==> config.mk <==
export PLATFORM = sky130hd
export DESIGN_NAME = dmem_wb_bridge_flat
export DESIGN_NICKNAME = d
export VERILOG_FILES = /design/src/rtl/dmem_wb_bridge_if.sv /design/src/rtl/dmem_wb_bridge.sv /design/src/flat_wrapper.sv
export SDC_FILE = /design/constraint.sdc
export NUM_CORES = 1
export LEC_CHECK = 0
export ABC_AREA = 1
export CAP_MARGIN = 25
export CORE_MARGIN = 3
export CORE_UTILIZATION = 44
export DETAILED_ROUTE_END_ITERATION = 10
export GPL_ROUTABILITY_DRIVEN = 0
export GPL_TIMING_DRIVEN = 0
export PLACE_DENSITY = 0.74
export SLEW_MARGIN = 20
export SYNTH_ARGS = -nofsm -noshare
export SYNTH_HDL_FRONTEND = slang
export SYNTH_SLANG_ARGS = --single-unit
==> constraint.sdc <==
create_clock -name clk -period 1.5 [get_ports clk]
set_clock_uncertainty 0.1 [all_clocks]
set_input_delay 0.3 -clock clk [delete_from_list [all_inputs] [get_ports clk]]
set_output_delay 0.3 -clock clk [all_outputs]
set_load 0.02 [all_outputs]
==> src/rtl/dmem_wb_bridge_if.sv <==
// Signal bundle for dmem_wb_bridge: core data port, Wishbone-classic data bus and the overflow flag.
// master is the bridge's view; slave is the core + bus side.
interface dmem_wb_bridge_if;
  logic        dmem_req;
  logic        dmem_cmd;
  logic [1:0]  dmem_width;
  logic [31:0] dmem_addr;
  logic [31:0] dmem_wdata;
  logic [31:0] dmem_rdata;
  logic        dmem_resp;
  logic        dmem_err;
  logic        wb_cyc;
  logic        wb_stb;
  logic        wb_we;
  logic [3:0]  wb_sel;
  logic [31:0] wb_addr;
  logic [31:0] wb_data_out;
  logic [31:0] wb_data_in;
  logic        wb_ack;
  logic        overflow;

  modport master (
    input  dmem_req, dmem_cmd, dmem_width, dmem_addr, dmem_wdata, wb_data_in, wb_ack,
    output dmem_rdata, dmem_resp, dmem_err, wb_cyc, wb_stb, wb_we, wb_sel, wb_addr,
           wb_data_out, overflow
  );

  modport slave (
    output dmem_req, dmem_cmd, dmem_width, dmem_addr, dmem_wdata, wb_data_in, wb_ack,
    input  dmem_rdata, dmem_resp, dmem_err, wb_cyc, wb_stb, wb_we, wb_sel, wb_addr,
           wb_data_out, overflow
  );
endinterface

==> src/rtl/dmem_wb_bridge.sv <==
// Core data port to Wishbone-classic bridge with a one-entry request buffer and fully registered outputs.
// Optional bus timeout is enabled by defining DMEM_BRIDGE_TIMEOUT_EN.
//
// state  | meaning
// IDLE   | no transaction; launches a buffered or incoming request
// BUS    | wb_cyc/wb_stb high, waiting for wb_ack (or timeout)
// RESP   | dmem_resp pulse; launches the buffered request if one is held
module dmem_wb_bridge #(
  parameter int unsigned TIMEOUT_CYCLES = 1024
) (
  input logic              clk,
  input logic              rst,
  dmem_wb_bridge_if.master bus
);

  typedef enum logic [1:0] {
    S_IDLE = 2'd0,
    S_BUS  = 2'd1,
    S_RESP = 2'd2
  } state_t;

  if (TIMEOUT_CYCLES == 0) begin : g_bad_timeout
    $error("dmem_wb_bridge: TIMEOUT_CYCLES must be at least 1");
  end

  state_t      state_q, state_d;

  logic        buf_valid_q, buf_valid_d;
  logic        buf_cmd_q, buf_cmd_d;
  logic [1:0]  buf_width_q, buf_width_d;
  logic [31:0] buf_addr_q, buf_addr_d;
  logic [31:0] buf_wdata_q, buf_wdata_d;

  logic [1:0]  xfer_width_q, xfer_width_d;
  logic [1:0]  xfer_ofs_q, xfer_ofs_d;

  logic        wb_cyc_q, wb_cyc_d;
  logic        wb_we_q, wb_we_d;
  logic [3:0]  wb_sel_q, wb_sel_d;
  logic [31:0] wb_addr_q, wb_addr_d;
  logic [31:0] wb_data_out_q, wb_data_out_d;

  logic [31:0] dmem_rdata_q, dmem_rdata_d;
  logic        dmem_resp_q, dmem_resp_d;
  logic        dmem_err_q, dmem_err_d;
  logic        overflow_q, overflow_d;

  logic        src_cmd;
  logic [1:0]  src_width;
  logic [31:0] src_addr;
  logic [31:0] src_wdata;
  logic        launch;
  logic        bus_done;
  logic        bus_fail;
  logic        tmo_hit;

  function automatic logic is_misaligned(input logic [1:0] width, input logic [1:0] ofs);
    logic res;
    case (width)
      2'b00:   res = 1'b0;
      2'b01:   res = ofs[0];
      default: res = (ofs != 2'b00);
    endcase
    return res;
  endfunction

  function automatic logic [3:0] lane_sel(input logic [1:0] width, input logic [1:0] ofs);
    logic [3:0] res;
    case (width)
      2'b00:   res = 4'b0001 << ofs;
      2'b01:   res = 4'b0011 << {ofs[1], 1'b0};
      default: res = 4'b1111;
    endcase
    return res;
  endfunction

  function automatic logic [31:0] lane_data(input logic [1:0] width, input logic [31:0] d);
    logic [31:0] res;
    case (width)
      2'b00:   res = {4{d[7:0]}};
      2'b01:   res = {2{d[15:0]}};
      default: res = d;
    endcase
    return res;
  endfunction

  function automatic logic [31:0] align_rdata(input logic [31:0] d, input logic [1:0] width,
                                              input logic [1:0] ofs);
    logic [31:0] sh;
    logic [31:0] res;
    sh = d >> {ofs, 3'b000};
    case (width)
      2'b00:   res = {24'h0, sh[7:0]};
      2'b01:   res = {16'h0, sh[15:0]};
      default: res = sh;
    endcase
    return res;
  endfunction

  // A held request always goes ahead of a newly arriving one.
  assign src_cmd   = buf_valid_q ? buf_cmd_q   : bus.dmem_cmd;
  assign src_width = buf_valid_q ? buf_width_q : bus.dmem_width;
  assign src_addr  = buf_valid_q ? buf_addr_q  : bus.dmem_addr;
  assign src_wdata = buf_valid_q ? buf_wdata_q : bus.dmem_wdata;

`ifdef DMEM_BRIDGE_TIMEOUT_EN
  localparam int unsigned TMO_W = (TIMEOUT_CYCLES > 1) ? $clog2(TIMEOUT_CYCLES) : 1;
  localparam logic [TMO_W-1:0] TMO_LOAD = TMO_W'(TIMEOUT_CYCLES - 1);

  logic [TMO_W-1:0] tmo_cnt_q, tmo_cnt_d;

  assign tmo_hit = (state_q == S_BUS) && (tmo_cnt_q == '0);

  // Loaded on entry to BUS; terminal count 0 marks the last allowed BUS cycle.
  always_comb begin
    tmo_cnt_d = tmo_cnt_q;
    if (state_d == S_BUS && state_q != S_BUS) begin
      tmo_cnt_d = TMO_LOAD;
    end else if (state_q == S_BUS && tmo_cnt_q != '0) begin
      tmo_cnt_d = tmo_cnt_q - 1'b1;
    end
  end

  always_ff @(posedge clk) begin
    if (rst) begin
      tmo_cnt_q <= '0;
    end else begin
      tmo_cnt_q <= tmo_cnt_d;
    end
  end
`else
  assign tmo_hit = 1'b0;
`endif

  always_comb begin
    state_d       = state_q;
    buf_valid_d   = buf_valid_q;
    buf_cmd_d     = buf_cmd_q;
    buf_width_d   = buf_width_q;
    buf_addr_d    = buf_addr_q;
    buf_wdata_d   = buf_wdata_q;
    xfer_width_d  = xfer_width_q;
    xfer_ofs_d    = xfer_ofs_q;
    wb_cyc_d      = wb_cyc_q;
    wb_we_d       = wb_we_q;
    wb_sel_d      = wb_sel_q;
    wb_addr_d     = wb_addr_q;
    wb_data_out_d = wb_data_out_q;
    dmem_rdata_d  = 32'h0;
    dmem_resp_d   = 1'b0;
    dmem_err_d    = 1'b0;
    overflow_d    = overflow_q;
    launch        = 1'b0;
    bus_done      = 1'b0;
    bus_fail      = 1'b0;

    case (state_q)
      S_IDLE: launch = buf_valid_q | bus.dmem_req;
      S_BUS: begin
        if (bus.wb_ack) begin
          bus_done = 1'b1;
        end else if (tmo_hit) begin
          bus_done = 1'b1;
          bus_fail = 1'b1;
        end
      end
      S_RESP: begin
        if (buf_valid_q) begin
          launch = 1'b1;
        end else begin
          state_d = S_IDLE;
        end
      end
      default: state_d = S_IDLE;
    endcase

    if (bus_done) begin
      state_d       = S_RESP;
      wb_cyc_d      = 1'b0;
      wb_we_d       = 1'b0;
      wb_sel_d      = 4'h0;
      wb_addr_d     = 32'h0;
      wb_data_out_d = 32'h0;
      dmem_resp_d   = 1'b1;
      dmem_err_d    = bus_fail;
      if (!bus_fail && !wb_we_q) begin
        dmem_rdata_d = align_rdata(bus.wb_data_in, xfer_width_q, xfer_ofs_q);
      end
    end

    if (launch) begin
      if (is_misaligned(src_width, src_addr[1:0])) begin
        state_d     = S_RESP;
        dmem_resp_d = 1'b1;
        dmem_err_d  = 1'b1;
      end else begin
        state_d       = S_BUS;
        wb_cyc_d      = 1'b1;
        wb_we_d       = src_cmd;
        wb_sel_d      = lane_sel(src_width, src_addr[1:0]);
        wb_addr_d     = {src_addr[31:2], 2'b00};
        wb_data_out_d = lane_data(src_width, src_wdata);
        xfer_width_d  = src_width;
        xfer_ofs_d    = src_addr[1:0];
      end
    end

    if (launch && buf_valid_q) begin
      buf_valid_d = 1'b0;
    end

    // In IDLE the buffer is drained in the same cycle, so a new request may refill it.
    if (bus.dmem_req && !(launch && !buf_valid_q)) begin
      if (!buf_valid_q || state_q == S_IDLE) begin
        buf_valid_d = 1'b1;
        buf_cmd_d   = bus.dmem_cmd;
        buf_width_d = bus.dmem_width;
        buf_addr_d  = bus.dmem_addr;
        buf_wdata_d = bus.dmem_wdata;
      end else begin
        overflow_d = 1'b1;
      end
    end
  end

  always_ff @(posedge clk) begin
    if (rst) begin
      state_q       <= S_IDLE;
      buf_valid_q   <= 1'b0;
      buf_cmd_q     <= 1'b0;
      buf_width_q   <= 2'b00;
      buf_addr_q    <= 32'h0;
      buf_wdata_q   <= 32'h0;
      xfer_width_q  <= 2'b00;
      xfer_ofs_q    <= 2'b00;
      wb_cyc_q      <= 1'b0;
      wb_we_q       <= 1'b0;
      wb_sel_q      <= 4'h0;
      wb_addr_q     <= 32'h0;
      wb_data_out_q <= 32'h0;
      dmem_rdata_q  <= 32'h0;
      dmem_resp_q   <= 1'b0;
      dmem_err_q    <= 1'b0;
      overflow_q    <= 1'b0;
    end else begin
      state_q       <= state_d;
      buf_valid_q   <= buf_valid_d;
      buf_cmd_q     <= buf_cmd_d;
      buf_width_q   <= buf_width_d;
      buf_addr_q    <= buf_addr_d;
      buf_wdata_q   <= buf_wdata_d;
      xfer_width_q  <= xfer_width_d;
      xfer_ofs_q    <= xfer_ofs_d;
      wb_cyc_q      <= wb_cyc_d;
      wb_we_q       <= wb_we_d;
      wb_sel_q      <= wb_sel_d;
      wb_addr_q     <= wb_addr_d;
      wb_data_out_q <= wb_data_out_d;
      dmem_rdata_q  <= dmem_rdata_d;
      dmem_resp_q   <= dmem_resp_d;
      dmem_err_q    <= dmem_err_d;
      overflow_q    <= overflow_d;
    end
  end

  assign bus.wb_cyc      = wb_cyc_q;
  assign bus.wb_stb      = wb_cyc_q;
  assign bus.wb_we       = wb_we_q;
  assign bus.wb_sel      = wb_sel_q;
  assign bus.wb_addr     = wb_addr_q;
  assign bus.wb_data_out = wb_data_out_q;
  assign bus.dmem_rdata  = dmem_rdata_q;
  assign bus.dmem_resp   = dmem_resp_q;
  assign bus.dmem_err    = dmem_err_q;
  assign bus.overflow    = overflow_q;

endmodule
==> src/flat_wrapper.sv <==
// flat-port wrapper written by rule: the top's interface ports become plain ports
module dmem_wb_bridge_flat 
#(
  parameter int unsigned TIMEOUT_CYCLES = 1024
)
  (clk, rst, bus_dmem_req, bus_dmem_cmd, bus_dmem_width, bus_dmem_addr, bus_dmem_wdata, bus_wb_data_in, bus_wb_ack, bus_dmem_rdata, bus_dmem_resp, bus_dmem_err, bus_wb_cyc, bus_wb_stb, bus_wb_we, bus_wb_sel, bus_wb_addr, bus_wb_data_out, bus_overflow);
  dmem_wb_bridge_if bus_i ();
  input logic clk;
  input logic rst;
  input wire logic [$bits(bus_i.dmem_req)-1:0] bus_dmem_req;
  input wire logic [$bits(bus_i.dmem_cmd)-1:0] bus_dmem_cmd;
  input wire logic [$bits(bus_i.dmem_width)-1:0] bus_dmem_width;
  input wire logic [$bits(bus_i.dmem_addr)-1:0] bus_dmem_addr;
  input wire logic [$bits(bus_i.dmem_wdata)-1:0] bus_dmem_wdata;
  input wire logic [$bits(bus_i.wb_data_in)-1:0] bus_wb_data_in;
  input wire logic [$bits(bus_i.wb_ack)-1:0] bus_wb_ack;
  output wire logic [$bits(bus_i.dmem_rdata)-1:0] bus_dmem_rdata;
  output wire logic [$bits(bus_i.dmem_resp)-1:0] bus_dmem_resp;
  output wire logic [$bits(bus_i.dmem_err)-1:0] bus_dmem_err;
  output wire logic [$bits(bus_i.wb_cyc)-1:0] bus_wb_cyc;
  output wire logic [$bits(bus_i.wb_stb)-1:0] bus_wb_stb;
  output wire logic [$bits(bus_i.wb_we)-1:0] bus_wb_we;
  output wire logic [$bits(bus_i.wb_sel)-1:0] bus_wb_sel;
  output wire logic [$bits(bus_i.wb_addr)-1:0] bus_wb_addr;
  output wire logic [$bits(bus_i.wb_data_out)-1:0] bus_wb_data_out;
  output wire logic [$bits(bus_i.overflow)-1:0] bus_overflow;
  assign bus_i.dmem_req = bus_dmem_req;
  assign bus_i.dmem_cmd = bus_dmem_cmd;
  assign bus_i.dmem_width = bus_dmem_width;
  assign bus_i.dmem_addr = bus_dmem_addr;
  assign bus_i.dmem_wdata = bus_dmem_wdata;
  assign bus_i.wb_data_in = bus_wb_data_in;
  assign bus_i.wb_ack = bus_wb_ack;
  assign bus_dmem_rdata = bus_i.dmem_rdata;
  assign bus_dmem_resp = bus_i.dmem_resp;
  assign bus_dmem_err = bus_i.dmem_err;
  assign bus_wb_cyc = bus_i.wb_cyc;
  assign bus_wb_stb = bus_i.wb_stb;
  assign bus_wb_we = bus_i.wb_we;
  assign bus_wb_sel = bus_i.wb_sel;
  assign bus_wb_addr = bus_i.wb_addr;
  assign bus_wb_data_out = bus_i.wb_data_out;
  assign bus_overflow = bus_i.overflow;
  dmem_wb_bridge #(.TIMEOUT_CYCLES(TIMEOUT_CYCLES)) u_core (.clk(clk), .rst(rst), .bus(bus_i));
endmodule
---- Word-level counts from Yosys, hierarchy flattened ----
Cells that the tools add are included.
storage, ports and cells
  bits in registers ....................... 179
  output and inout port bits .............. 106
  logic and storage cells ................. 88
operators by class
  equality and inequality tests ........... 6
  shifts and indexed selects .............. 3
  muxes and demuxes ....................... 40
  bitwise operators ....................... 5
  reductions and logical operators ........ 17
operator list
  kind                                                  count
  2-to-1 mux 32 bit                                     8
  case mux 32 bit (2 select lines)                      2
  >> shifter 32 x 5 -> 32 bit                           1
  2-to-1 mux 1 bit                                      18
  2-to-1 mux 4 bit                                      3
  2-to-1 mux 2 bit                                      5
  case mux 4 bit (2 select lines)                       1
  AND reduction 2 bit                                   4
  equality test 2 x 1 -> 1 bit (second input constant)  3
  logical NOT 2 bit                                     3
  != test 4 bit (second input constant)                 1
  NOT 1 bit                                             4
  case mux 1 bit (2 select lines)                       2
  case mux 2 bit (2 select lines)                       1
  OR reduction 2 bit                                    2
  << shifter 1 x 2 -> 4 bit (first input constant)      1
  << shifter 2 x 2 -> 4 bit (first input constant)      1
  logical AND 1 bit                                     3
  != test 3 x 1 -> 1 bit (second input constant)        1
  OR reduction 3 bit                                    1
  equality test 2 bit (second input constant)           1
  logical NOT 1 bit                                     2
  nonzero test 2 bit                                    1
  logical OR 1 bit                                      1
  bitwise OR 1 bit                                      1

---- Logic depth before layout (Yosys ltp) ----
Gate-level depths: netlist (run 1).
  depth in word-level cells ............... 6
  gate-level depth with buffers ........... 12

---- Worst setup path after synthesis (run 1) ----
OpenSTA, ideal clock, no wires.
  path type ............................... register -> register
  start ................................... register u_core.buf_valid_q
  end ..................................... register u_core.wb_data_out_q[4] (netlist: u_core.bus.wb_data_out[4])
  data arrival time ....................... 1.343 ns
  required time ........................... 1.272 ns
  slack ................................... -0.071 ns
  stages on the path, launching flop included .. 13
  period minus slack after synthesis ...... 1.571 ns
  cell sequence ........................... dfxtp_1 -> buf_6 -> nand2_2 -> nand2_4 -> nand2_4 -> buf_6 -> nand2_2 -> nand2_4 -> nor2_8 -> buf_6 -> nand2_1 -> nand2_1 -> nor2_1
between the ends
  longest elaborated chain between the ends .. 6
  elaborated cells on any way between the ends .. 14
  those cells by class .................... 1 x eq/ne; 10 x mux; 1 x bitwise; 2 x reduce/logical
RTL lines
  item                                                          line                                          RTL
  from (decl)                                                   dmem_wb_bridge.sv:28                          logic buf_valid_q, buf_valid_d;
  from (signal assigned)                                        dmem_wb_bridge.sv:247                         buf_valid_q <= buf_valid_d;
  2-to-1 mux 2 bit / 2-to-1 mux 32 bit (equally long branches)  dmem_wb_bridge.sv:102, dmem_wb_bridge.sv:103
  equality test 2 x 1 -> 1 bit, or another cell as far along    dmem_wb_bridge.sv:59                          case (width)
  case mux 1 bit (2 select lines)                               dmem_wb_bridge.sv:59
  2-to-1 mux 1 bit                                              dmem_wb_bridge.sv:191                         if (launch) begin
  2-to-1 mux 32 bit                                             dmem_wb_bridge.sv:192                         if (is_misaligned(src_width, src_addr[1:0])) begin
  2-to-1 mux 32 bit *                                           dmem_wb_bridge.sv:191
  to (signal assigned)                                          dmem_wb_bridge.sv:258                         wb_data_out_q <= wb_data_out_d;
  to (decl)                                                     dmem_wb_bridge.sv:41                          logic [31:0] wb_data_out_q, wb_data_out_d;
Mark *: on every way between the ends. The rest lies on a longest branch, timed or not. The select of a mux whose other input is x is not followed.
A chain may end at the register's enable or synchronous reset.

---- Final worst setup path (run 1) ----
  start ................................... register u_core.buf_valid_q
  end ..................................... register u_core.wb_data_out_q[31] (netlist: u_core.bus.wb_data_out[31])
between the ends
  longest elaborated chain between the ends .. 6
  elaborated cells on any way between the ends .. 14
  those cells by class .................... 1 x eq/ne; 10 x mux; 1 x bitwise; 2 x reduce/logical
RTL lines
  item                                                          line
  2-to-1 mux 2 bit / 2-to-1 mux 32 bit (equally long branches)  dmem_wb_bridge.sv:102, dmem_wb_bridge.sv:103
  equality test 2 x 1 -> 1 bit, or another cell as far along    dmem_wb_bridge.sv:59, dmem_wb_bridge.sv:79
  case mux 1 bit (2 select lines)                               dmem_wb_bridge.sv:59
  2-to-1 mux 1 bit                                              dmem_wb_bridge.sv:191
  2-to-1 mux 32 bit                                             dmem_wb_bridge.sv:192
  2-to-1 mux 32 bit *                                           dmem_wb_bridge.sv:191
Marked as above.

==> run_results.csv, run 1 <==
group,metric,value,unit
power,ir_worst_vdd,0.001003,V
logic_synthesis,synth_cell_types,25,
timing,slew_viol_final,0,
floorplanning,placementRows,48,
floorplanning,die_height,139.9,um
floorplanning,core_area,17420,um2
floorplanning,initial_utilization,45.27,%
cells_and_area,seq_area,3595,um2
logic_synthesis,syn_area_per_cell,6.863,um2
logic_synthesis,synth.net_count,1252,
placement,dp_cells,1581,
cts,clk_path_buf_depth,2,
detailed_routing,wl_per_cell,17.17,um
logic_synthesis,netlist_instances,1149,
cells_and_area,final_cells,1651,
cts,numCtsBuffers,17,
critical_path,worstPathRequired,1.70,ns
critical_path,path_common_cell,"nand2_1",
placement,port-buffer-count,207,
timing,fin_ws,-0.2961,ns
cts,cts_tree,"yes",
flow_run,drv_cap,0,
logic_synthesis,synth_seq_cells,179,
critical_path,cpPeakStageDelay,0.41,ns
critical_path,startpoint_type,"flop",
timing,maxSlewHeadroom,47.96,%
floorplanning,ios,209,
detailed_routing,antenna_left,0,
cells_and_area,fin_area,12060,um2
timing,setup_violations,142,
logic_synthesis,synthFlopType,"dfxtp_1",
placement,post_dp_cell_area,10260,um2
cells_and_area,nFillCells,1428,
timing,fmax,0.5568,GHz
detailed_routing,drt-pass1-iter-count,5,
critical_path,crit_slowest_cell,"dfxtp_4",
detailed_routing,viasPerCell,5.325,
cells_and_area,areaGrowthSynthToFinish,52.92,%
cts,cts_sinks,179,
logic_synthesis,synth_edf_count,0,
critical_path,cp-end-kind,"flop",
cells_and_area,nNetsFinal,1516,
power,power.density,1444,nW/um2
outcome,violations,"negative setup slack",
critical_path,crit_chain,"inv_6, buf_8, buf_2, nand2_1, nand2_1, nand3_1, nand2_1, nor2_1, nand2_1, nand2_1, nor2_1",
hold_path,hold_path.class,"flop to flop",
detailed_routing,vias,8791,
logic_synthesis,synthArstFlopShare,0,%
cts,worstSkewPairLatency,0.44,ns
logic_synthesis,yosysTopAreaCell,"dfxtp_1",
global_routing,grt-ovfl-total,0,
floorplanning,die_area,19560,um2
cells_and_area,multiInputGateArea,4134,um2
timing,hold_violations,0,
logic_synthesis,synth_most_common_cell,"nand2_1",
cells_and_area,drive_above_1_share,25.46,%
logic_synthesis,ys_top_cells_by_count,"350 x nand2_1, 179 x dfxtp_1, 160 x o21ai_0",
global_routing,grt_first_pass_wirelength,42100,um
global_routing,grt_pass1_vias,7864,
cts,cts_root_buffer,"clkbuf_16",
outcome,outcome,"complete, but fails checks",
timing,finalCritPeriodShare,119.7,%
logic_synthesis,yosysSeqAreaShare,45.45,%
cts,path_clk_slew,0.07,ns
cts,postCtsHoldBufs,0,
logic_synthesis,syn_area,7885,um2
global_routing,grt_max_degree,18,
timing,tightest_slew,0.7806,ns
timing,period_needed,1.796,ns
floorplanning,dieWidth,139.9,um
global_routing,grt_usage,26.72,%
detailed_routing,drt_iter0_markers,798,
cts,cts_max_level,4,
critical_path,critPathMaxFanout,10,
placement,dp_hpwl,18920,um
logic_synthesis,netlist_top_cells_area,"dfxtp_1 45%, nand2_1 17%, o21ai_0 10%",
global_routing,antenna_found_initial,0,
critical_path,cp.arrival,1.99,ns
logic_synthesis,synth_top_area_share,45.45,%
timing,rsz0062_at_grt,"true",
logic_synthesis,synth_warnings,0,
critical_path,criticalPathCategory,"flop to flop",
power,p_leak,5.382,nW
cells_and_area,num_antenna_cells,0,
detailed_routing,drt-total-wl,28340,um
detailed_routing,route.detailed.drc,0,
[where the power goes]
part / switching [W] / internal, W
combinational: 0.00402 / 0.00295
sequential: 0.000416 / 0.00555
clock: 0.00209 / 0.00239
total: 0.00653 / 0.0109
[through the flow]
stage          util (%)  TNS (ns)  power, W  setup slack, ns  hold slack (ns)
6_report          69.23    -20.92   0.01742          -0.2961           0.3493
5_1_grt           69.23    -29.21   0.01824          -0.3625           0.3609
4_1_cts           66.46    -14.68   0.01654          -0.2387           0.3491
3_5_place_dp      58.89   -113.57   0.01127          -0.8528           0.3378
3_3_place_gp      58.89   -112.00   0.01118          -0.8156           0.3329
2_1_floorplan         -   -0.6441  0.009198         -0.05058           0.3239
[worst paths after layout]
| path | startpoint | end | slack (ns) | cells after the start |
|---|---|---|---|---|
| setup / recovery | u_core.buf_valid_q | u_core.bus.wb_data_out[31] | -0.30 | 11 |
| hold / removal | u_core.buf_addr_q[24] | u_core.buf_addr_q[24] | 0.35 | 2 |
| setup reg to reg | u_core.buf_valid_q | u_core.bus.wb_data_out[31] | -0.30 | 11 |
| hold reg to reg | u_core.buf_addr_q[24] | u_core.buf_addr_q[24] | 0.35 | 2 |
[what timing repair did]
action / in CTS / in global routing
endpoints found under the hold margin: 0 / 0
endpoints found under the setup margin: 279 / 229
setup buffers: 18 / 10
resized for setup: 425 / 257
cloned: 7 / 6
pin swaps: 9 / 31
[critical path, delay by kind of cell (launching register included)]
| family | cells | cell delay, ns |
|---|---|---|
| buf+inv | 3 | 0.38 |
| flops | 1 | 0.41 |
| simple gates | 8 | 0.76 |
[layout make-up]
cell class / instances / area share, %
clock buffers: 18 / 3.642
inverters: 94 / 3.020
flip-flops and latches: 179 / 29.81
repair buffers: 246 / 20.05
well taps: 225 / 2.335
multi-input cells: 793 / 34.28
clock inverters: 14 / 1.224
plain buffers: 82 / 5.635
[metal layers]
metal / track usage, % / vias to the layer above / share of wire, %
met3: 6.323 / 61 / 9.0
li1: - / 4213 / -
met4: 8.108 / 0 / 2.8
met2: 42.24 / 435 / 46
met1: 36.40 / 4082 / 42
met5: 0 / - / 0
[cells in the final DEF, fill, tap and decap left out, types with 20 or more instances in the layout]
cell type,Yosys,routed
nand2_2,4,48
inv_1,92,89
dfxtp_1,179,174
clkdlybuf4s15_1,0,24
nand2_1,350,288
buf_4,1,26
clkbuf_16,0,23
o21ai_2,1,46
o21ai_1,28,75
nor2_1,104,102
o21ai_0,160,66
clkdlybuf4s15_2,0,24
clkbuf_2,0,51
clkdlybuf4s50_1,0,101
a21oi_1,92,75
a21oi_2,3,20
[kinds of logic after synthesis]
group / Yosys count / share of synthesized area, %
buf+inv: 177 / 9.727
flops: 179 / 45.45
simple gates: 490 / 24.72
compound gates: 300 / 19.72
mux: 3 / 0.3808
[flip-flops by register name (all words and copies together), names as in the netlist]
signal,flops
u_core.bus.wb_data_out,32
u_core.bus.wb_we,1
u_core.bus.wb_cyc,1
u_core.buf_addr_q,32
u_core.bus.overflow,1
u_core.bus.dmem_resp,1
u_core.bus.wb_addr,32
u_core.buf_cmd_q,1
u_core.buf_valid_q,1
u_core.buf_wdata_q,32
u_core.bus.wb_sel,4
u_core.buf_width_q,2
u_core.xfer_ofs_q,2
u_core.bus.dmem_rdata,32
u_core.state_q,2
u_core.xfer_width_q,2
u_core.bus.dmem_err,1
(Power assumes the default switching activity.)
==> inputs of run 2 (changes only) <==
CAP_MARGIN = 0   (was 25)
==> results of run 2 <==
Same layout as run 1: the final DEF is identical, and so are final timing and power.
==> inputs of run 3 (changes only) <==
PLACE_DENSITY = 0.82   (was 0.74)
==> run 3 against run 2 <==
  * The flow still finishes with violations (negative setup slack)
  * First-iteration DRC count increased by 11%
  * Largest power group unchanged
  * Critical endpoint is now u_core.bus.wb_addr[20]
  * Combinational power increased by 7.3%
  * Die area unchanged
  * Via count increased by 5.2%
  * Non-clock buffer count decreased by 1
  * Sequential power about the same
  * Sequential share of layout area decreased by 0.77 points
  * Fmax decreased by 0.59%
  * Utilization increased by 1.8 points
  * Wire length increased by 9.4%
==> run_results.csv, run 3 (synthesis results as in run 1) <==
group,metric,value,unit
outcome,outcome,"complete, but fails checks",
outcome,violations,"negative setup slack",
floorplanning,dieWidth,139.9,um
power,p_leak,5.410,nW
critical_path,criticalPathCategory,"flop to flop",
detailed_routing,vias,9252,
power,pwr-share-seq,33.5,%
detailed_routing,viasPerCell,5.604,
flow_run,drv_cap,0,
hold_path,hold_path.class,"flop to flop",
power,p_int,0.01103,W
power,p_sw,0.006806,W
power,clkPwrFrac,24.6,%
critical_path,crit_buf_inv,4,
timing,maxSlewHeadroom,59.76,%
detailed_routing,drt_iter0_markers,882,
timing,slew_viol_final,0,
cells_and_area,num_antenna_cells,0,
floorplanning,die_area,19560,um2
timing,period_needed,1.807,ns
cells_and_area,fin_util,71.06,%
placement,port-buffer-count,207,
critical_path,cp-end-kind,"flop",
detailed_routing,drt-total-wl,31010,um
timing,setup_violations,145,
global_routing,grt_usage,26.93,%
floorplanning,core_area,17420,um2
cells_and_area,final_cell_mix,"304 x nand2_1, 174 x dfxtp_1, 101 x clkdlybuf4s50_1",
detailed_routing,antenna_left,0,
cells_and_area,layout_commonest_cell,"nand2_1",
cts,path_clk_slew,0.07,ns
floorplanning,ios,209,
detailed_routing,route.detailed.drc,0,
floorplanning,initial_utilization,45.27,%
global_routing,grt_pass1_vias,8123,
power,power.density,1441,nW/um2
floorplanning,die_height,139.9,um
cells_and_area,drive_above_1_share,27.77,%
global_routing,grt_first_pass_wirelength,42330,um
placement,dp_hpwl,19330,um
cts,numCtsBuffers,17,
cts,clk_path_buf_depth,2,
timing,finalCritPeriodShare,120.5,%
cts,cts_tree,"yes",
cts,cts_sinks,179,
global_routing,antenna_found_initial,1,
critical_path,worstPathRequired,1.70,ns
cts,cts_max_level,4,
critical_path,cp.arrival,2.01,ns
cells_and_area,areaGrowthSynthToFinish,56.95,%
critical_path,path_common_cell,"nand2_2",
critical_path,startpoint_type,"flop",
detailed_routing,wl_per_cell,18.78,um
timing,rsz0062_at_grt,"true",
cells_and_area,nFillCells,1272,
timing,tightest_slew,0.6037,ns
timing,hold_violations,0,
floorplanning,placementRows,48,
critical_path,critPathMaxFanout,7,
power,ir_worst_vdd,0.001176,V
cells_and_area,seq_area,3595,um2
power,p_sw_share,38.16,%
power,p_comb_share,41.9,%
global_routing,grt-ovfl-total,0,
cells_and_area,fin_area,12380,um2
cts,postCtsHoldBufs,0,
critical_path,crit_slowest_cell,"dfxtp_4",
timing,fmax,0.5535,GHz
critical_path,cpPeakStageDelay,0.36,ns
placement,post_dp_cell_area,10260,um2
cts,worstSkewPairLatency,0.44,ns
placement,post-place-ws,-0.7420,ns
global_routing,grt_max_degree,20,
critical_path,cp_top_family,"buffers and inverters",
cells_and_area,nNetsFinal,1517,
cts,cts_root_buffer,"clkbuf_16",
timing,fin_ws,-0.3068,ns
cells_and_area,multiInputGateArea,4303,um2
detailed_routing,drt-pass1-iter-count,6,
critical_path,crit_chain,"inv_4, buf_8, nand2_2, nand2_2, nand2_4, nand3_4, nand2_8, buf_12, clkbuf_16, o21ai_1, nor2_1",
==> run 3: worst register-to-register path: stages, from the launching register on <==
cell       delay [ns]
dfxtp_4          0.36
inv_4            0.08
buf_8            0.13
nand2_2          0.07
nand2_2          0.10
nand2_4          0.07
nand3_4          0.12
nand2_8          0.10
buf_12           0.18
clkbuf_16        0.17
o21ai_1          0.13
nor2_1           0.06
==> run 3: worst paths after layout <==
path / startpoint / to / slack [ns] / cells past startpoint
hold reg to reg: u_core.buf_addr_q[16] / u_core.buf_addr_q[16] / 0.36 / 2
setup / recovery: u_core.buf_valid_q / u_core.bus.wb_addr[20] / -0.31 / 11
setup reg to reg: u_core.buf_valid_q / u_core.bus.wb_addr[20] / -0.31 / 11
hold / removal: u_core.buf_addr_q[16] / u_core.buf_addr_q[16] / 0.36 / 2
==> run 3: metal layers <==
metal / vias up / GRT usage (%) / wire (um) / part of all wire, %
li1: 4224 / - / - / -
met1: 4293 / 34.32 / 11620 / 37
met2: 613 / 44.57 / 14820 / 48
met3: 120 / 6.598 / 3190 / 10
met4: 2 / 9.536 / 1357 / 4.4
met5: - / 0 / 13 / 0.042
==> run 3: final cells by class <==
cell class                      count  area share, %
Multi-Input combinational cell    795          34.77
Sequential cell                   179          29.05
Timing Repair Buffer              248          20.84
Buffer                             79          5.571
Clock buffer                       18          3.549
Inverter                           94          2.942
Tap cell                          225          2.275
Clock inverter                     13          1.011
==> run 3: per-stage QoR <==
stage / hold slack (ns) / setup TNS, ns / instances / power [W]
2_1_floorplan: 0.3239 / -0.6441 / 1149 / 0.009198
3_3_place_gp: 0.3332 / -104.97 / 1581 / 0.01117
3_5_place_dp: 0.3386 / -109.39 / 1581 / 0.01129
4_1_cts: 0.3491 / -20.35 / 1629 / 0.01609
5_1_grt: 0.3734 / -32.13 / 1651 / 0.01854
6_report: 0.3565 / -26.68 / 1651 / 0.01784
==> run 3: power by group through the flow <==
stage / registers (W) / logic (W) / clock network [W]
after floorplan: 0.00644 / 0.00275 / 0
after global placement: 0.00600 / 0.00517 / 0
after detailed placement: 0.00602 / 0.00528 / 0
after CTS: 0.00593 / 0.00580 / 0.00436
after global routing: 0.00603 / 0.00794 / 0.00457
final: 0.00597 / 0.00748 / 0.00438
==> run 3: what timing repair did <==
action,4_1_cts,5_1_grt
resized for setup,333,400
cloned,6,16
setup endpoints to repair,283,226
buffers inserted,14,11
pin swaps,2,48
